$ cat config.mk
export PLATFORM = sky130hd
export DESIGN_NAME = rf_dump_uart_flat
export DESIGN_NICKNAME = d
export VERILOG_FILES = /design/src/rtl/rf_dump_uart_if.sv /design/src/rtl/rf_dump_uart.sv /design/src/flat_wrapper.sv
export SDC_FILE = /design/constraint.sdc
export NUM_CORES = 1
export LEC_CHECK = 0
export CAP_MARGIN = 20
export CORE_MARGIN = 4
export CORE_UTILIZATION = 55
export DETAILED_ROUTE_END_ITERATION = 10
export PLACE_DENSITY_LB_ADDON = 0.25
export SYNTH_ARGS = -nofsm -noshare
export SYNTH_HDL_FRONTEND = slang
export SYNTH_SLANG_ARGS = --single-unit
$ cat constraint.sdc
create_clock -name clk -period 2.5 [get_ports clk]
set_input_delay 0.25 -clock clk [delete_from_list [all_inputs] [get_ports clk]]
set_output_delay 0.25 -clock clk [all_outputs]
set_load 0.1 [all_outputs]
$ cat src/rtl/rf_dump_uart_if.sv
// Debug-port bundle between the register-file dumper and its surroundings.
// The slave side is the dumper; the master side is the board top / register file.
interface rf_dump_uart_if;
    logic        start;
    logic [31:0] reg_data;
    logic [4:0]  reg_sel;
    logic        txd;
    logic        busy;
    logic        done;

    modport master (
        output start,
        output reg_data,
        input  reg_sel,
        input  txd,
        input  busy,
        input  done
    );

    modport slave (
        input  start,
        input  reg_data,
        output reg_sel,
        output txd,
        output busy,
        output done
    );
endinterface

$ cat src/rtl/rf_dump_uart.sv
// Register-file dumper: walks reg_sel 0..31, captures each word and streams a sync
// byte plus 128 payload bytes (MSB byte first) over a UART 8N1 transmitter.
module rf_dump_uart #(
    parameter int unsigned CLKS_PER_BIT = 868,
    parameter logic [7:0]  SYNC_BYTE    = 8'hA5
) (
    input logic           clk,
    input logic           rst,
    rf_dump_uart_if.slave dbg
);
    localparam logic [2:0] IDLE = 3'd0;
    localparam logic [2:0] HDR  = 3'd1;
    localparam logic [2:0] LOAD = 3'd2;
    localparam logic [2:0] SEND = 3'd3;
    localparam logic [2:0] NEXT = 3'd4;
    localparam logic [2:0] FIN  = 3'd5;

    localparam logic [15:0] BIT_LAST = 16'(CLKS_PER_BIT - 1);

    logic [2:0]  state_q, state_d;
    logic [4:0]  reg_sel_q, reg_sel_d;
    logic [31:0] word_q, word_d;
    logic [1:0]  byte_idx_q, byte_idx_d;
    logic [15:0] bit_cnt_q, bit_cnt_d;
    logic [3:0]  bit_idx_q, bit_idx_d;
    logic [7:0]  shift_q, shift_d;
    logic        txd_q, txd_d;
    logic        busy_q, busy_d;
    logic        done_q, done_d;

    logic        bit_end;
    logic        byte_end;
    logic        launch;
    logic [7:0]  launch_byte;

    assign bit_end  = (bit_cnt_q == BIT_LAST);
    assign byte_end = bit_end && (bit_idx_q == 4'd9);

    function automatic logic [7:0] word_byte(input logic [31:0] w, input logic [1:0] idx);
        case (idx)
            2'd0:    return w[31:24];
            2'd1:    return w[23:16];
            2'd2:    return w[15:8];
            default: return w[7:0];
        endcase
    endfunction

    // Next-state logic: FSM sequencing plus the bit-level serialiser.
    always_comb begin
        state_d     = state_q;
        reg_sel_d   = reg_sel_q;
        word_d      = word_q;
        byte_idx_d  = byte_idx_q;
        bit_cnt_d   = bit_cnt_q;
        bit_idx_d   = bit_idx_q;
        shift_d     = shift_q;
        txd_d       = txd_q;
        busy_d      = busy_q;
        done_d      = 1'b0;
        launch      = 1'b0;
        launch_byte = SYNC_BYTE;

        // Serialiser: bit index 0 is the start bit, 1..8 data, 9 stop. The shift register
        // fills with ones so the bit after the last data bit is automatically the stop bit.
        if (state_q == HDR || state_q == SEND) begin
            if (bit_end) begin
                bit_cnt_d = 16'd0;
                if (bit_idx_q != 4'd9) begin
                    bit_idx_d = bit_idx_q + 4'd1;
                    txd_d     = shift_q[0];
                    shift_d   = {1'b1, shift_q[7:1]};
                end
            end else begin
                bit_cnt_d = bit_cnt_q + 16'd1;
            end
        end

        case (state_q)
            IDLE: begin
                if (dbg.start) begin
                    state_d     = HDR;
                    busy_d      = 1'b1;
                    reg_sel_d   = 5'd0;
                    launch      = 1'b1;
                    launch_byte = SYNC_BYTE;
                end
            end
            HDR: begin
                if (byte_end) begin
                    state_d = LOAD;
                end
            end
            LOAD: begin
                // Capture and start the first byte on the same edge to keep the gap short.
                word_d      = dbg.reg_data;
                byte_idx_d  = 2'd0;
                launch      = 1'b1;
                launch_byte = dbg.reg_data[31:24];
                state_d     = SEND;
            end
            SEND: begin
                if (byte_end) begin
                    if (byte_idx_q == 2'd3) begin
                        state_d = NEXT;
                    end else begin
                        byte_idx_d  = byte_idx_q + 2'd1;
                        launch      = 1'b1;
                        launch_byte = word_byte(word_q, byte_idx_q + 2'd1);
                    end
                end
            end
            NEXT: begin
                if (reg_sel_q == 5'd31) begin
                    state_d = FIN;
                end else begin
                    reg_sel_d = reg_sel_q + 5'd1;
                    state_d   = LOAD;
                end
            end
            FIN: begin
                busy_d  = 1'b0;
                done_d  = 1'b1;
                state_d = IDLE;
            end
            default: state_d = IDLE;
        endcase

        if (launch) begin
            bit_cnt_d = 16'd0;
            bit_idx_d = 4'd0;
            txd_d     = 1'b0;
            shift_d   = launch_byte;
        end
    end

    // State registers with synchronous reset; reset aborts any dump in flight.
    always_ff @(posedge clk) begin
        if (rst) begin
            state_q    <= IDLE;
            reg_sel_q  <= 5'd0;
            word_q     <= 32'd0;
            byte_idx_q <= 2'd0;
            bit_cnt_q  <= 16'd0;
            bit_idx_q  <= 4'd0;
            shift_q    <= 8'd0;
            txd_q      <= 1'b1;
            busy_q     <= 1'b0;
            done_q     <= 1'b0;
        end else begin
            state_q    <= state_d;
            reg_sel_q  <= reg_sel_d;
            word_q     <= word_d;
            byte_idx_q <= byte_idx_d;
            bit_cnt_q  <= bit_cnt_d;
            bit_idx_q  <= bit_idx_d;
            shift_q    <= shift_d;
            txd_q      <= txd_d;
            busy_q     <= busy_d;
            done_q     <= done_d;
        end
    end

    assign dbg.reg_sel = reg_sel_q;
    assign dbg.txd     = txd_q;
    assign dbg.busy    = busy_q;
    assign dbg.done    = done_q;
endmodule

$ cat src/flat_wrapper.sv
// flat-port wrapper written by rule: the top's interface ports become plain ports
module rf_dump_uart_flat 
#(
    parameter int unsigned CLKS_PER_BIT = 868,
    parameter logic [7:0]  SYNC_BYTE    = 8'hA5
)
  (clk, rst, dbg_start, dbg_reg_data, dbg_reg_sel, dbg_txd, dbg_busy, dbg_done);
  rf_dump_uart_if dbg_i ();
  input logic clk;
  input logic rst;
  input wire logic [$bits(dbg_i.start)-1:0] dbg_start;
  input wire logic [$bits(dbg_i.reg_data)-1:0] dbg_reg_data;
  output wire logic [$bits(dbg_i.reg_sel)-1:0] dbg_reg_sel;
  output wire logic [$bits(dbg_i.txd)-1:0] dbg_txd;
  output wire logic [$bits(dbg_i.busy)-1:0] dbg_busy;
  output wire logic [$bits(dbg_i.done)-1:0] dbg_done;
  assign dbg_i.start = dbg_start;
  assign dbg_i.reg_data = dbg_reg_data;
  assign dbg_reg_sel = dbg_i.reg_sel;
  assign dbg_txd = dbg_i.txd;
  assign dbg_busy = dbg_i.busy;
  assign dbg_done = dbg_i.done;
  rf_dump_uart #(.CLKS_PER_BIT(CLKS_PER_BIT), .SYNC_BYTE(SYNC_BYTE)) u_core (.clk(clk), .rst(rst), .dbg(dbg_i));
endmodule
# ---- Yosys cells after proc, flatten, opt, wreduce, memory -nomap -nowiden
# Index checks and enable logic that the tools add are counted.
dict set report op_classes {
  addsub 4
  eq_ne 18
  n_mux 32
  reduce_logical 17
}
# cell n
set ops {}
lappend ops {{two-way mux 8 bit} 6}
lappend ops {{one-hot mux 8 bit (3 select lines)} 1}
lappend ops {{adder 16 x 1 -> 16 bit, second input constant} 1}
lappend ops {{== test 16 x 10 -> 1 bit, second input constant} 1}
lappend ops {{two-way mux 16 bit} 1}
lappend ops {{one-hot mux 8 bit (2 select lines)} 1}
lappend ops {{two-way mux 3 bit} 5}
lappend ops {{one-hot mux 3 bit (5 select lines)} 1}
lappend ops {{AND reduction 3 bit} 4}
lappend ops {{nonzero test 2 bit} 6}
lappend ops {{two-way mux 5 bit} 2}
lappend ops {{one-hot mux 5 bit (2 select lines)} 1}
lappend ops {{two-way mux 1 bit} 9}
lappend ops {{inequality test 2 bit, second input constant} 4}
lappend ops {{== test 3 x 2 -> 1 bit, second input constant} 2}
lappend ops {{== test 3 bit, second input constant} 2}
lappend ops {{adder 5 x 1 -> 5 bit, second input constant} 1}
lappend ops {{== test 5 bit, second input constant} 1}
lappend ops {{adder 4 x 1 -> 4 bit, second input constant} 1}
lappend ops {{== test 2 bit, second input constant} 2}
lappend ops {{== test 4 bit, second input constant} 1}
lappend ops {{two-way mux 2 bit} 2}
lappend ops {{inequality test 2 x 1 -> 1 bit, second input constant} 2}
lappend ops {{inequality test 4 bit, second input constant} 1}
lappend ops {{13 further kinds} 13}
dict set report word_totals {
  reg_bits 73
  input_bits 35
}

# ---- Logic depth before layout (Yosys ltp)
dict set report depth {
  ltp_word 7
  mapped_depth 9
  depth_no_buf 8
}

# ---- Worst setup path after synthesis
# OpenSTA, ideal clock, no wires.
dict set report synth_timing {
  path_kind {register to register}
  startpoint {register u_core.reg_sel_q[0] (netlist: u_core.dbg.reg_sel[0])}
  endpoint {register u_core.reg_sel_q[0] (netlist: u_core.dbg.reg_sel[0])}
  setup_time_ns 0.128
  t_arrival_ns 2.254
  required_time_ns 2.372
  path_slack_ns 0.118
  stages_incl_launch_ff 9
  n_path_buf 0
  period_less_slack_ns 2.382
  cell_sequence {dfxtp_1 > ha_1 > and3_1 > ha_1 > nor2b_1 > o21ai_1 > nor3_1 > a21oi_1 > nor2_1}
}
dict set report synth_between {
  elab_chain_cells 3
}
# element line
set synth_lines {}
lappend synth_lines {{from (decl)} rf_dump_uart.sv:21} ;# logic [4:0] reg_sel_q, reg_sel_d;
lappend synth_lines {{from (signal assigned)} rf_dump_uart.sv:151} ;# reg_sel_q <= reg_sel_d;
lappend synth_lines {{adder 5 x 1 -> 5 bit / == test 5 bit (equally long branches)} {rf_dump_uart.sv:116, rf_dump_uart.sv:113}}
lappend synth_lines {{two-way mux 5 bit / inequality test 2 bit (equally long branches)} n/a}
lappend synth_lines {{one-hot mux 5 bit (2 select lines) / AND reduction 3 bit (equally long branches)} n/a}
# Several ways; a longest one is shown, not always the timed one. The select of a mux whose other input is x is not followed.
# A chain may end at the register's enable or synchronous reset.

# ---- Final worst setup path
dict set report layout_timing {
  startpoint {register u_core.bit_cnt_q[8]}
  endpoint {register u_core.shift_q[1]}
}
dict set report layout_between {
  elab_chain_cells 6
}
# element line
set layout_lines {}
lappend layout_lines {{from (decl)} rf_dump_uart.sv:24} ;# logic [15:0] bit_cnt_q, bit_cnt_d;
lappend layout_lines {{from (signal assigned)} rf_dump_uart.sv:154} ;# bit_cnt_q <= bit_cnt_d;
lappend layout_lines {{== test 16 x 10 -> 1 bit (*)} rf_dump_uart.sv:36} ;# assign bit_end = (bit_cnt_q == BIT_LAST);
lappend layout_lines {{logical AND 1 bit} rf_dump_uart.sv:37} ;# assign byte_end = bit_end && (bit_idx_q == 4'd9);
lappend layout_lines {{two-way mux 1 bit} rf_dump_uart.sv:102} ;# if (byte_end) begin
lappend layout_lines {{one-hot mux 1 bit (3 select lines)} rf_dump_uart.sv:78} ;# case (state_q)
lappend layout_lines {{nonzero test 2 bit (no source line)} n/a}
lappend layout_lines {{AND reduction 3 bit (no source line)} n/a}
lappend layout_lines {{to (signal assigned)} rf_dump_uart.sv:156} ;# shift_q <= shift_d;
lappend layout_lines {{to (decl)} rf_dump_uart.sv:26} ;# logic [7:0] shift_q, shift_d;
# Mark *: on every way between the ends. The rest lies on a longest branch, timed or not.

==> metrics.md <==
| Metric | Value |
|---|---|
| Post-synth top area share | about two fifths |
| First-pass DRT Iterations | 5 |
| R2r startpoint | u_core.bit_cnt_q[8]$_SDFFE_PP0N_ |
| Total power | 2.30 mW |
| Layout cells sized above 1 | 9.36% |
| Critical path required time | 2.74 ns |
| Syn Nets | roughly 480 |
| Worst-skew pair later-pin latency | 0.34 ns |
| Sink Count | 73 |
| First-pass GRT wire length | 13.8 mm |
| Worst setup EP type | register |
| Final Hold Violating Endpoints | 0 |
| Power density over the cells | 559 nW/um2 |
| Syn. warnings | 0 |
| Post-synth EDFFs | 0 |
| Initial Util | 57.8% |
| I/O Buffers | 42 |
| Routed Antenna Nets | 0 |
| Layout Utilization | 68.4% |
| Slew @ Worst Pin | 0.523 ns |
| Io pins | 43 |
| Final min period | between 2 and 2.5 ns |
| # Post-CTS Setup Buffers | 0 |
| Status | finished clean |
| Clk slew on worst S/H paths | 0.07 ns |
| Hold Path Class | primary input to register |
| DRC Markers | 0 |
| RSZ-0062 raised after global routing | no |
| Hold Path Cell Cnt | 2 |
| Total gr overflow | 0 |
| Mapped Cells | 431 |
| Relative slew slack | 64.8% |
| Die width | 87.6 um |
| Hold wc startpoint | rst |
| CP Class | register to register |
| Max Slew Vio Count | 0 |
| Most frequent cells in the layout | 86 x nand2_1, 73 x dfxtp_1, 56 x a21oi_1 |
| CP startpoint kind | register |
| Vias per cell | around 5.8 |
| R2R Setup Slk | 0.19 ns |
| Register area share after synthesis | 41.9% |
| Die height | 87.6 um |
| Max Cap Violations | 0 |
| Distinct cells, synth | 60 |
| Post-Synthesis Cell Area | about 3500 um2 |
| R2R depth | 6 |
| Die Area | 7670 um2 |
| Fin nets | 511 |
| DR vias | between 3000 and 4000 |
| Antenna violations before repair | 0 |
| 1st-iter DRT viols | between 200 and 300 |
| Commonest non-fill, non-tap cell in the layout | nand2_1 |
| Core Area | 6030 um2 |
| Cells after DPL | 530 |
| CTS tree | yes |
| Number of global-route vias before repair | 3021 |
| Synth area leaders | dfxtp_1 42%, nand2_1 9.3%, a21oi_1 8.0%, nor2_1 4.3%, ha_1 3.6% |
| Flops & latches, synth | 73 |
| Setup TNS | 0 ns |
| P_leak | ~1.5 nW |
| Final setup vio count | 0 |
| CTS buffer count | 9 |
| Gpl congestion | 0.895 |
| Syn avg cell area | 8.08 um2 |
| FP Rows | 28 |
| Maximum vdd drop | 437 uV |
| Number of diodes | 0 |
| Hold slack | 0.351 ns |
| Area growth syn-to-layout | 18.2% |
| Clk_skew | approximately 0.0076 ns |
| Ys flop type | dfxtp_1 |
| Peak Freq | 0.433 GHz |
| CP max FO | 9 |
| Root buffer cell | clkbuf_8 |
| Asr flop ratio synth | 0% |
| Post-DP HPWL | between 5 and 6 mm |
| Crit Reg-Reg Endpoint | u_core.shift_q[1]$_SDFFE_PP0P_ |
| Hold Path End | u_core.word_q[8]$_SDFFE_PP0P_ |
| Clk buf depth | 2 |
| Layout Cells excl Fill | 545 |
| Crit share post-route | 92.5% |
| CTS resizes | 0 |
| Per-cell routed wire length | 15.2 um |
| CTS hold repair buffers | 0 |
| Total track usage | between 20% and 30% |
| Yosys top cell by area | dfxtp_1 |
| Critical Path AT | 2.56 ns |
| H-tree levels | 3 |
| Largest net degree at the start of global routing | 36 |
| DRT Wirelength | roughly 8.3 mm |
## metal layers
layer	vias to the layer above	track usage (%)	share of wire, %
li1	1582	-	-
met1	1461	29.7	45
met2	101	37.5	48
met3	17	3.86	5.5
met4	0	9.62	2.2
met5	-	0	0
## cells by family after synthesis
logic type | count (synthesis) | share of synthesized area, %
xor gates and xnor gates | 19 | 4.78
muxes | 2 | 0.575
DFF | 73 | 41.9
adders and majority gates | 10 | 3.59
and+or+nand+nor | 195 | 27.1
AOI/OAI and AO/OA | 99 | 17.9
buffers and inverters | 33 | 4.09
## synthesized netlist by cell type (3+ instances only)
library cell	count
dfxtp_1	73
buf_2	5
clkbuf_1	19
nand4_1	7
xnor2_1	6
o21ai_0	7
nand2_1	86
xor2_1	13
nand2b_1	5
ha_1	10
a311oi_1	4
nor2b_1	3
and3_1	4
nor3_1	8
a21oi_1	56
nor2_1	40
a22oi_1	3
inv_1	6
or3_1	3
a222oi_1	6
nand3_1	16
## worst max path at each step
stage | from | to | slack, ns | depth (start not counted)
2_1_floorplan | u_core.dbg.reg_sel[0]$_SDFFE_PP0P_ | u_core.dbg.reg_sel[0]$_SDFFE_PP0P_ | 0.12 | 8
3_3_place_gp | u_core.bit_cnt_q[8]$_SDFFE_PP0N_ | u_core.dbg.txd$_SDFFE_PP1P_ | 0.33 | 6
3_5_place_dp | u_core.bit_cnt_q[8]$_SDFFE_PP0N_ | u_core.shift_q[1]$_SDFFE_PP0P_ | 0.24 | 6
4_1_cts | u_core.bit_cnt_q[8]$_SDFFE_PP0N_ | u_core.shift_q[1]$_SDFFE_PP0P_ | 0.19 | 6
5_1_grt | u_core.bit_cnt_q[8]$_SDFFE_PP0N_ | u_core.shift_q[6]$_SDFFE_PP0P_ | 0.03 | 6
6_report | u_core.bit_cnt_q[8]$_SDFFE_PP0N_ | u_core.shift_q[1]$_SDFFE_PP0P_ | 0.19 | 6
## worst max-delay path, stage by stage, from the launching register on
cell and delay, ns:
dfxtp_1 0.42, or4b_4 0.50, nor4_4 0.45, buf_4 0.24, and2_2 0.23, a21oi_1 0.09, a311oi_1 0.29
## final cells by class
type	count	area, um2
fillers	498	1910
well taps	75	93.8
clock buffers	12	155
multi-input cells	325	1880
clock inverters	3	40.0
repair buffers	51	463
flip-flops and latches	73	1460
inverters	6	22.5
## state kept, by name (all words and copies together) (netlist names)
register,cells
u_core.word_q,32
u_core.bit_cnt_q,16
u_core.dbg.txd,1
u_core.dbg.done,1
u_core.byte_idx_q,2
u_core.bit_idx_q,4
u_core.dbg.reg_sel,5
u_core.dbg.busy,1
u_core.shift_q,8
u_core.state_q,3
## where the power goes
group	leakage, nW	switching (mW)	total (mW)	internal [mW]
logic	0.758	0.102	0.187	0.0850
registers	0.591	0.0117	1.19	1.18
clock network	0.102	0.415	0.922	0.507
## per-stage QoR
| stage | setup slack, ns | instance area (um2) |
|---|---|---|
| finish | 0.189 | 4120 |
| global route | 0.0299 | 4120 |
| CTS | 0.187 | 4120 |
| detailed placement | 0.244 | 3920 |
| global placement | 0.328 | 3920 |
| floorplan | 0.118 | 3480 |
Power figures use the tool's default switching activity.
